===== config.mk =====
export PLATFORM = sky130hd
export DESIGN_NAME = mult_div_unit
export DESIGN_NICKNAME = d
export VERILOG_FILES = /design/src/rtl/md_pkg.sv /design/src/rtl/md_divstep.sv /design/src/rtl/mult_div_unit.sv
export SDC_FILE = /design/constraint.sdc
export NUM_CORES = 1
export LEC_CHECK = 0
export ABC_AREA = 1
export ABC_CLOCK_PERIOD_IN_PS = 6050
export CAP_MARGIN = 20
export CELL_PAD_IN_SITES_DETAIL_PLACEMENT = 2
export CELL_PAD_IN_SITES_GLOBAL_PLACEMENT = 2
export CORE_MARGIN = 2
export CORE_UTILIZATION = 38
export CTS_CLUSTER_SIZE = 40
export DETAILED_ROUTE_END_ITERATION = 8
export DONT_BUFFER_PORTS = 1
export PLACE_DENSITY = 0.9
export SLEW_MARGIN = 15
export SYNTH_ARGS = -nofsm -noshare
export SYNTH_HDL_FRONTEND = slang
export SYNTH_SLANG_ARGS = --single-unit

===== constraint.sdc =====
create_clock -name clk -period 6.05 [get_ports clk]
set_input_delay 0.9075 -clock clk [delete_from_list [all_inputs] [get_ports clk]]
set_output_delay 0.9075 -clock clk [all_outputs]
set_load 0.05 [all_outputs]

===== src/rtl/md_pkg.sv =====
// md_pkg: shared op/state encodings and constants for the HI/LO multiply/divide unit.
package md_pkg;
  typedef enum logic [1:0] {MULT, MULTU, DIV, DIVU} md_op_t;
  typedef enum logic [1:0] {IDLE, CALC, FIXUP} md_state_t;
  localparam int MD_ITER = 32;
  localparam logic [31:0] MD_DIV0_Q = 32'hFFFFFFFF;
endpackage


===== src/rtl/md_divstep.sv =====
// md_divstep: one restoring-division step on a 33-bit partial remainder.
module md_divstep #(
  parameter int WIDTH = 32
) (
  input  logic [WIDTH:0]   rem,
  input  logic             q_msb,
  input  logic [WIDTH-1:0] d,
  output logic [WIDTH:0]   rem_nx,
  output logic             q_bit
);
  logic [WIDTH:0] trial, diff;
  // trial < 2*d whenever rem < d, so diff's top bit is a clean borrow flag
  always_comb begin
    trial  = {rem[WIDTH-1:0], q_msb};
    diff   = trial - {1'b0, d};
    q_bit  = ~diff[WIDTH];
    rem_nx = q_bit ? diff : trial;
  end
endmodule


===== src/rtl/mult_div_unit.sv =====
// mult_div_unit: iterative 32-cycle shift-add multiply / restoring divide owning HI and LO.
module mult_div_unit
  import md_pkg::*;
#(
  parameter int WIDTH = 32
) (
  input  logic             clk,
  input  logic             rst,
  input  logic             start,
  input  logic [1:0]       op,
  input  logic [WIDTH-1:0] rs_val,
  input  logic [WIDTH-1:0] rt_val,
  input  logic             hi_in,
  input  logic             lo_in,
  input  logic [WIDTH-1:0] wr_data,
  output logic             busy,
  output logic             done,
  output logic [WIDTH-1:0] hi,
  output logic [WIDTH-1:0] lo
);
  md_state_t          state;
  logic [4:0]         cnt;
  logic [WIDTH:0]     acc, mul_sum, rem_nx;
  logic [WIDTH-1:0]   qr, opb, rs_mag, rt_mag, quo_f, rem_f;
  logic [2*WIDTH-1:0] prod_f;
  logic               is_div, neg_res, neg_rem, rs_neg, rt_neg, q_bit, wr;

  md_divstep #(.WIDTH(WIDTH)) u_divstep (
    .rem(acc), .q_msb(qr[WIDTH-1]), .d(opb), .rem_nx(rem_nx), .q_bit(q_bit)
  );

  // acc doubles as product high half and partial remainder; qr as multiplier/dividend/quotient
  always_comb begin
    wr      = hi_in | lo_in;
    rs_neg  = ~op[0] & rs_val[WIDTH-1];
    rt_neg  = ~op[0] & rt_val[WIDTH-1];
    rs_mag  = rs_neg ? -rs_val : rs_val;
    rt_mag  = rt_neg ? -rt_val : rt_val;
    mul_sum = {1'b0, acc[WIDTH-1:0]} + (qr[0] ? {1'b0, opb} : '0);
    prod_f  = neg_res ? -{acc[WIDTH-1:0], qr} : {acc[WIDTH-1:0], qr};
    quo_f   = neg_res ? -qr : qr;
    rem_f   = neg_rem ? -acc[WIDTH-1:0] : acc[WIDTH-1:0];
    busy    = state != IDLE;
  end

  always_ff @(posedge clk or negedge rst) begin
    if (!rst) begin
      state   <= IDLE;
      cnt     <= '0;
      acc     <= '0;
      qr      <= '0;
      opb     <= '0;
      is_div  <= 1'b0;
      neg_res <= 1'b0;
      neg_rem <= 1'b0;
      done    <= 1'b0;
      hi      <= '0;
      lo      <= '0;
    end else begin
      done <= 1'b0;
      if (hi_in) hi <= wr_data;
      if (lo_in) lo <= wr_data;
      if (busy && wr) begin
        state <= IDLE;
      end else if (state == IDLE && start) begin
        acc     <= '0;
        qr      <= rs_mag;
        opb     <= rt_mag;
        is_div  <= op[1];
        neg_res <= rs_neg ^ rt_neg;
        neg_rem <= rs_neg;
        cnt     <= 5'(MD_ITER - 1);
        state   <= CALC;
      end else if (state == CALC) begin
        acc   <= is_div ? rem_nx : {1'b0, mul_sum[WIDTH:1]};
        qr    <= is_div ? {qr[WIDTH-2:0], q_bit} : {mul_sum[0], qr[WIDTH-1:1]};
        cnt   <= cnt - 5'd1;
        state <= cnt == 5'd0 ? FIXUP : CALC;
      end else if (state == FIXUP) begin
        hi    <= is_div ? rem_f : prod_f[2*WIDTH-1:WIDTH];
        lo    <= is_div ? quo_f : prod_f[WIDTH-1:0];
        done  <= 1'b1;
        state <= IDLE;
      end
    end
  end
endmodule

==> summary.md, run 1 <==
| Metric | Value |
|---|---|
| Hpwl dp | `67.3 mm` |
| Final setup fails | `0` |
| Sequential fraction of the synthesis area | `roughly a quarter` |
| Routed WL | `84.7 mm` |
| DR iter-0 viols | `1198` |
| Max-cap viol count | `0` |
| Total core area | `45100 µm²` |
| Chip width | `217 µm` |
| Clk root buf | `clkbuf_16` |
| Async set-or-reset flop fraction in the synthesized netlist | `100%` |
| Port bufs | `0` |
| Clk buf depth | `2` |
| Starting Density | `38.3%` |
| GRT overflow | `0` |
| Total global-route track usage | `36.2%` |
| Period utilisation layout | `63.7%` |
| Sinks on the clock net | `171` |
| Via count | `19774` |
| Final GP Congestion | `0.950` |
| Worst endpoint required time | `about 6400 ps` |
| Share of cells above drive strength 1 | `4.03%` |
| Slew margin rel. | `roughly 28%` |
| Critical path arrival | `4200 ps` |
| First-pass GRT wire length | `130 mm` |
| Synth unique cells | `48` |
| DRC violations left | `0` |
| Mapped Area | `17300 µm²` |
| Tightest Pin Transition | `1070 ps` |
| RSZ-0062 raised after global routing | `false` |
| Site Rows | `~80` |
| Worst Skew | `around 19 ps` |
| Final Hold Fails | `0` |
| EDFF count, synth | `0` |
| Total CTS buffers | `17` |
| Setup TNS | `0 ps` |
| Total iterations of the first detailed-routing run | `6` |
| Crit start category | `flip-flop` |
| Pwr Density | `574 nW/µm²` |
| Largest net degree at the start of global routing | `between 150 and 200` |
| Antenna violations before repair | `2` |
| I/O pin count | `169` |
| Clock latency on the worst-skew pair | `520 ps` |
| Worst min path class | `in -> async` |
| Die ar. | `around 47000 µm²` |
| Syn-to-layout area delta | `6.30%` |
| Post-Syn Nets | `3083` |
| Maximum vdd drop | `~0.29 mV` |
| Hold slack | `89.1 ps` |
| CTS clk-pin slew, worst paths | `70 ps` |
| WS Path Type | `reg -> reg` |
| Crit Path Max Fanout | `76` |
| Post-CTS Resized | `0` |
| Outcome | `completed` |
| Buffers inserted by post-CTS timing repair | `0` |
| Post-cts hold buffer count | `0` |
| Slew Viols, Final | `0` |
| Vias in the first global route | `22146` |
| Most used DFF post-synth | `dfrtp_1` |
| Antenna viol nets, final | `0` |
| Via density | `5.72` |
| Nets | `3020` |
| Wire per inst | `24.5 µm` |
| Syn avg cell area | `roughly 5.9 µm²` |
| Htree depth | `4` |
| Yosys reg bits | `171` |
| Die height | `217 µm` |
| Min Clock Period, post-route | `about 3900 ps` |
| Pleak | `0.00970 µW` |
| Crit end category | `flip-flop` |
| F_max | `260 MHz` |
| Synthesized netlist cell count | `about 2900` |
| CTS tree | `done` |
| Ys Warns | `0` |
## metrics by stage
stage / cells / total power [µW] / setup WS (ps) / utilization [%] / instance area (µm²)
floorplan: 2905 / 6570 / 3490 / - / 17300
global placement: 3423 / 8670 / 2480 / 39.3 / 17700
detailed placement: 3423 / 9090 / 2290 / 39.3 / 17700
CTS: 3455 / 10500 / 2280 / 40.7 / 18400
global route: 3456 / 11300 / 2020 / 40.7 / 18400
finish: 3456 / 10500 / 2200 / 40.7 / 18400
## cell usage in the layout, fill, tap and decap left out, drive strengths merged, types with 14 or more instances in the layout
cell,n
a31oi,25
nor2,286
or2,27
xnor2,22
nand3,220
dfrtp,171
nor3,45
xor2,73
o21ai,206
o211ai,23
a21oi,153
buf,14
inv,443
ha,73
clkbuf,19
nand4,31
a21o,30
nand2,919
## sequential cells by signal (all words and copies together), names as in the netlist
signal	count
qr	32
neg_res	1
lo	32
hi	32
done	1
neg_rem	1
acc	32
opb	32
cnt	5
state	2
is_div	1
## logic make-up (layout without fill, tap and decap cells)
| family | after synthesis | after routing | share of synthesized area [%] |
|---|---|---|---|
| adders and majority gates | 75 | 75 | 5.52 |
| and+or+nand+nor | 1551 | 1551 | 37.3 |
| muxes | 9 | 9 | 0.522 |
| other | 0 | 1 | 0 |
| DFF | 171 | 171 | 24.8 |
| AOI/OAI and AO/OA | 469 | 469 | 15.1 |
| buffers and inverters | 535 | 485 | 11.9 |
| xor gates and xnor gates | 95 | 95 | 4.82 |
## synth_stat cells (all sizes together) (23+ instances only)
library cell	count	share of area (%)
a21o	30	1.3
a21oi	153	4.5
a31oi	25	0.91
buf	31	0.99
clkbuf	65	1.4
dfrtp	171	25
ha	73	5.3
inv	439	9.5
nand2	919	20
nand3	220	6.4
nand4	31	1.1
nor2	286	6.3
nor3	45	1.3
o211ai	23	1.0
o21ai	206	6.0
or2	27	0.98
xor2	73	3.7
## routing by layer
metal	global-route usage, %	up-vias	wire length (µm)	share of wire [%]
met5	0	-	9	0.011
met4	18.7	2	4380	5.2
met3	5.91	192	3810	4.5
met2	65.9	534	42900	51
met1	40.5	9941	33600	40
li1	-	9105	-	-
## final cells by class
| type | count | area (µm²) |
|---|---|---|
| diodes | 1 | 2.50 |
| clock buffers | 19 | 443 |
| clock inverters | 13 | 189 |
| fillers | 5741 | 26700 |
| inverters | 439 | 1650 |
| multi-input cells | 2199 | 10900 |
| flip-flops and latches | 171 | 4280 |
| well taps | 600 | 751 |
| repair buffers | 14 | 105 |
## critical path: stages (launching register included)
cell	delay, ps
dfrtp_1	400
inv_1	100
ha_1	330
nand2_2	110
buf_4	580
inv_2	90
buf_4	370
nor2_4	190
buf_4	570
inv_2	520
nor2_1	290
a31oi_1	70
## power by group
group          leakage [µW]  switching (µW)  internal (µW)
Clock              0.000310             575            706
Combinational       0.00733            4940           1960
Sequential          0.00205             863           1480
## worst paths after layout
path / startpoint / to / slack, ps / cells after the start
setup / recovery: state[0] / qr[21] / 2200 / 11
hold / removal: rst / qr[4] / 90 / 0
setup reg to reg: state[0] / qr[21] / 2200 / 11
hold reg to reg: cnt[3] / cnt[3] / 540 / 1
max in group asynchronous: rst / opb[27] / 5670 / 0
min in group clk: op[1] / is_div / 530 / 2
Note: power is estimated with default switching activity, not from simulation.
==> run 2: changes to the inputs <==
--- a/config.mk
+++ b/config.mk
@@ -6,16 +6,16 @@
 export NUM_CORES = 1
 export LEC_CHECK = 0
 export ABC_AREA = 1
-export ABC_CLOCK_PERIOD_IN_PS = 6050
+export ABC_CLOCK_PERIOD_IN_PS = 3300
 export CAP_MARGIN = 20
 export CELL_PAD_IN_SITES_DETAIL_PLACEMENT = 2
 export CELL_PAD_IN_SITES_GLOBAL_PLACEMENT = 2
 export CORE_MARGIN = 2
-export CORE_UTILIZATION = 38
+export CORE_UTILIZATION = 31
 export CTS_CLUSTER_SIZE = 40
 export DETAILED_ROUTE_END_ITERATION = 8
 export DONT_BUFFER_PORTS = 1
-export PLACE_DENSITY = 0.9
+export PLACE_DENSITY = 0.79
 export SLEW_MARGIN = 15
 export SYNTH_ARGS = -nofsm -noshare
 export SYNTH_HDL_FRONTEND = slang
==> constraint.sdc (replaced) <==
create_clock -name clk -period 3.3 [get_ports clk]
set_input_delay 0.495 -clock clk [delete_from_list [all_inputs] [get_ports clk]]
set_output_delay 0.495 -clock clk [all_outputs]
set_load 0.05 [all_outputs]
==> run 2 against run 1 <==
Compared with the run above: the run now ends with negative hold slack left; fmax up 28%; sequential cell count unchanged; global-route usage decreased by 6.9 points; clock power rose by 82%; via count fell by 0.97%; critical path depth increased by 2; worst hold slack worse by 390 ps; clock skew decreased by 5.7 ps; first-iteration DRC count decreased by 14%; largest cell class unchanged; highest routed layer unchanged.
==> summary.md, run 2 (synthesis results as in run 1) <==
| Metric | Value |
|---|---|
| Outcome | `finished, violations left` |
| Failing checks | `negative hold slack` |
| Antenna viol nets, final | `0 (unchanged)` |
| Fin area | `18900 µm² (+3.2%)` |
| F_max | `332 MHz (+28%)` |
| Pwr Density | `1020 nW/µm² (+77%)` |
| Tightest Pin Transition | `827 ps (-248 ps)` |
| Starting Density | `31.3% (-7.0 points)` |
| Placed insts | `3618 (+5.7%)` |
| Clk root buf | `clkbuf_16` |
| Worst endpoint required time | `3720 ps (-2680 ps)` |
| Slew Viols, Final | `0 (unchanged)` |
| Worst path slowest cell | `dfrtp_1` |
| Via count | `19583 (-0.97%)` |
| Hpwl dp | `67.8 mm (+0.77%)` |
| CTS tree | `done` |
| Site Rows | `86 (+10%)` |
| Clock latency on the worst-skew pair | `490 ps (-30 ps)` |
| Period utilisation layout | `91.2% (+27 points)` |
| Final GP Congestion | `0.932 (-1.9%)` |
| FILL cells | `7025 (+22%)` |
| Wire per inst | `23.0 µm (-6.0%)` |
| Hold slack | `-304 ps (-393 ps)` |
| Htree depth | `4 (unchanged)` |
| Via density | `5.36 (-6.3%)` |
| Slew margin rel. | `44.3% (+16 points)` |
| Setup slack at placement | `355 ps (-1940 ps)` |
| Finished Layout Cells | `3651 (+5.6%)` |
| Port bufs | `0 (unchanged)` |
| Total iterations of the first detailed-routing run | `5 (-1)` |
| Maximum vdd drop | `0.465 mV (+61%)` |
| Top cell by count, worst path | `nand2_1` |
| Nets | `3067 (+1.6%)` |
| Routed WL | `84.1 mm (-0.67%)` |
| Commonest non-fill, non-tap cell in the layout | `nand2_1` |
| Multi-input gate area | `10900 µm² (unchanged)` |
| Clk buf depth | `2 (unchanged)` |
| Total CTS buffers | `17 (unchanged)` |
| Post-CTS Resized | `0 (unchanged)` |
| Crit Path Max Fanout | `16 (-79%)` |
| Share of cells above drive strength 1 | `5.58% (+1.6 points)` |
| FF+latch area | `4280 µm² (unchanged)` |
| Min Clock Period, post-route | `3010 ps (-844 ps)` |
| Worst Skew | `13.5 ps (-5.71 ps)` |
| DP Area | `18300 µm² (+3.2%)` |
| Buffers inserted by post-CTS timing repair | `0 (unchanged)` |
| DR iter-0 viols | `1026 (-14%)` |
| Crit end category | `flip-flop` |
| Largest net degree at the start of global routing | `172 (unchanged)` |
| Worst min path class | `in -> async` |
| First-pass GRT wire length | `127 mm (-2.2%)` |
| DRC violations left | `0 (unchanged)` |
| Max-cap viol count | `0 (unchanged)` |
| RSZ-0062 raised after global routing | `false` |
| I/O pin count | `169 (unchanged)` |
| Final WS setup | `292 ps (-1910 ps)` |
| Crit path cell chain | `ha_1 -> a21oi_1 -> nand2_1 -> nand2_1 -> nand2_1 -> a21oi_2 -> nand3_2 -> nand2_4 -> buf_4 -> nand2_1 -> nand3_1 -> nand2_1 -> nand2_1` |
| Total core area | `55100 µm² (+22%)` |
| Antenna violations before repair | `3 (+1)` |
| Final Hold Fails | `171 (+171)` |
| WS Path Type | `reg -> reg` |
| Die height | `240 µm (+11%)` |
| Total global-route track usage | `29.3% (-6.9 points)` |
| GRT overflow | `0 (unchanged)` |
| Syn-to-layout area delta | `9.66%` |
| Chip width | `240 µm (+11%)` |
| Total Power | `19300 µW (+83%)` |
| Crit start category | `flip-flop` |
| Commonest cells after routing, fill and taps aside | `nand2_1, inv_1, nor2_1` |
| CP max stage delay | `740 ps (+160 ps)` |
| Pleak | `0.00994 µW (+2.5%)` |
| Die ar. | `57600 µm² (+22%)` |
| Critical path arrival | `3430 ps (-770 ps)` |
| Setup TNS | `0 ps (unchanged)` |
| Final setup fails | `0 (unchanged)` |
| Sinks on the clock net | `171 (unchanged)` |
| Vias in the first global route | `21467 (-3.1%)` |
| Worst r2r path cells | `13 (+2)` |
| CTS clk-pin slew, worst paths | `80 ps (about the same)` |
## run 2: changes by cell type in the layout (fill, tap and decap cells not counted)
cell	before	now
buf_4	14	58
buf_12	0	3
bufinv_16	4	3
clkbuf_8	1	0
clkinv_4	1	2
inv_8	1	3
clkinv_8	0	2
clkinv_2	3	0
## run 2: area by class of cell
type | instances | share of cell area (%)
multi-input cells | 2199 | 57.8
flip-flops and latches | 171 | 22.6
inverters | 439 | 8.70
well taps | 748 | 4.94
repair buffers | 61 | 2.62
clock buffers | 18 | 2.27
clock inverters | 14 | 1.10
diodes | 1 | 0.0132
## run 2: routing by layer
| layer | up-vias | track usage [%] | part of all wire (%) |
|---|---|---|---|
| li1 | 9195 | - | - |
| met1 | 9838 | 33.0 | 40 |
| met2 | 409 | 53.7 | 51 |
| met3 | 139 | 5.51 | 4.8 |
| met4 | 2 | 12.6 | 4.2 |
| met5 | - | 0 | 0.015 |
## run 2: where the power goes
group	switching, µW	internal [µW]	leakage, µW
Combinational	9220	3870	0.00758
Sequential	1110	2730	0.00205
Clock	1100	1230	0.000307
## run 2: worst paths after layout
kind | startpoint | endpoint | slack (ps)
max | acc[18] | acc[21] | 290
min | rst | qr[4] | -300
max reg2reg | acc[18] | acc[21] | 290
min reg2reg | cnt[0] | cnt[0] | 530
max in group asynchronous | rst | opb[29] | 3240
min in group clk | op[1] | is_div | 150
## run 2: worst max-delay path, delay by kind of cell, from the launching register on
kind | cells | cell delay [ps]
adders and majority gates | 1 | 410
DFF | 1 | 740
and+or+nand+nor | 9 | 980
AOI/OAI and AO/OA | 2 | 550
buffers and inverters | 1 | 260
## run 2: metrics by stage
stage	utilization [%]	hold slack, ps
2_1_floorplan	-	199
3_3_place_gp	33.2	206
3_5_place_dp	33.2	206
4_1_cts	34.4	-321
5_1_grt	34.4	-330
6_report	34.4	-304
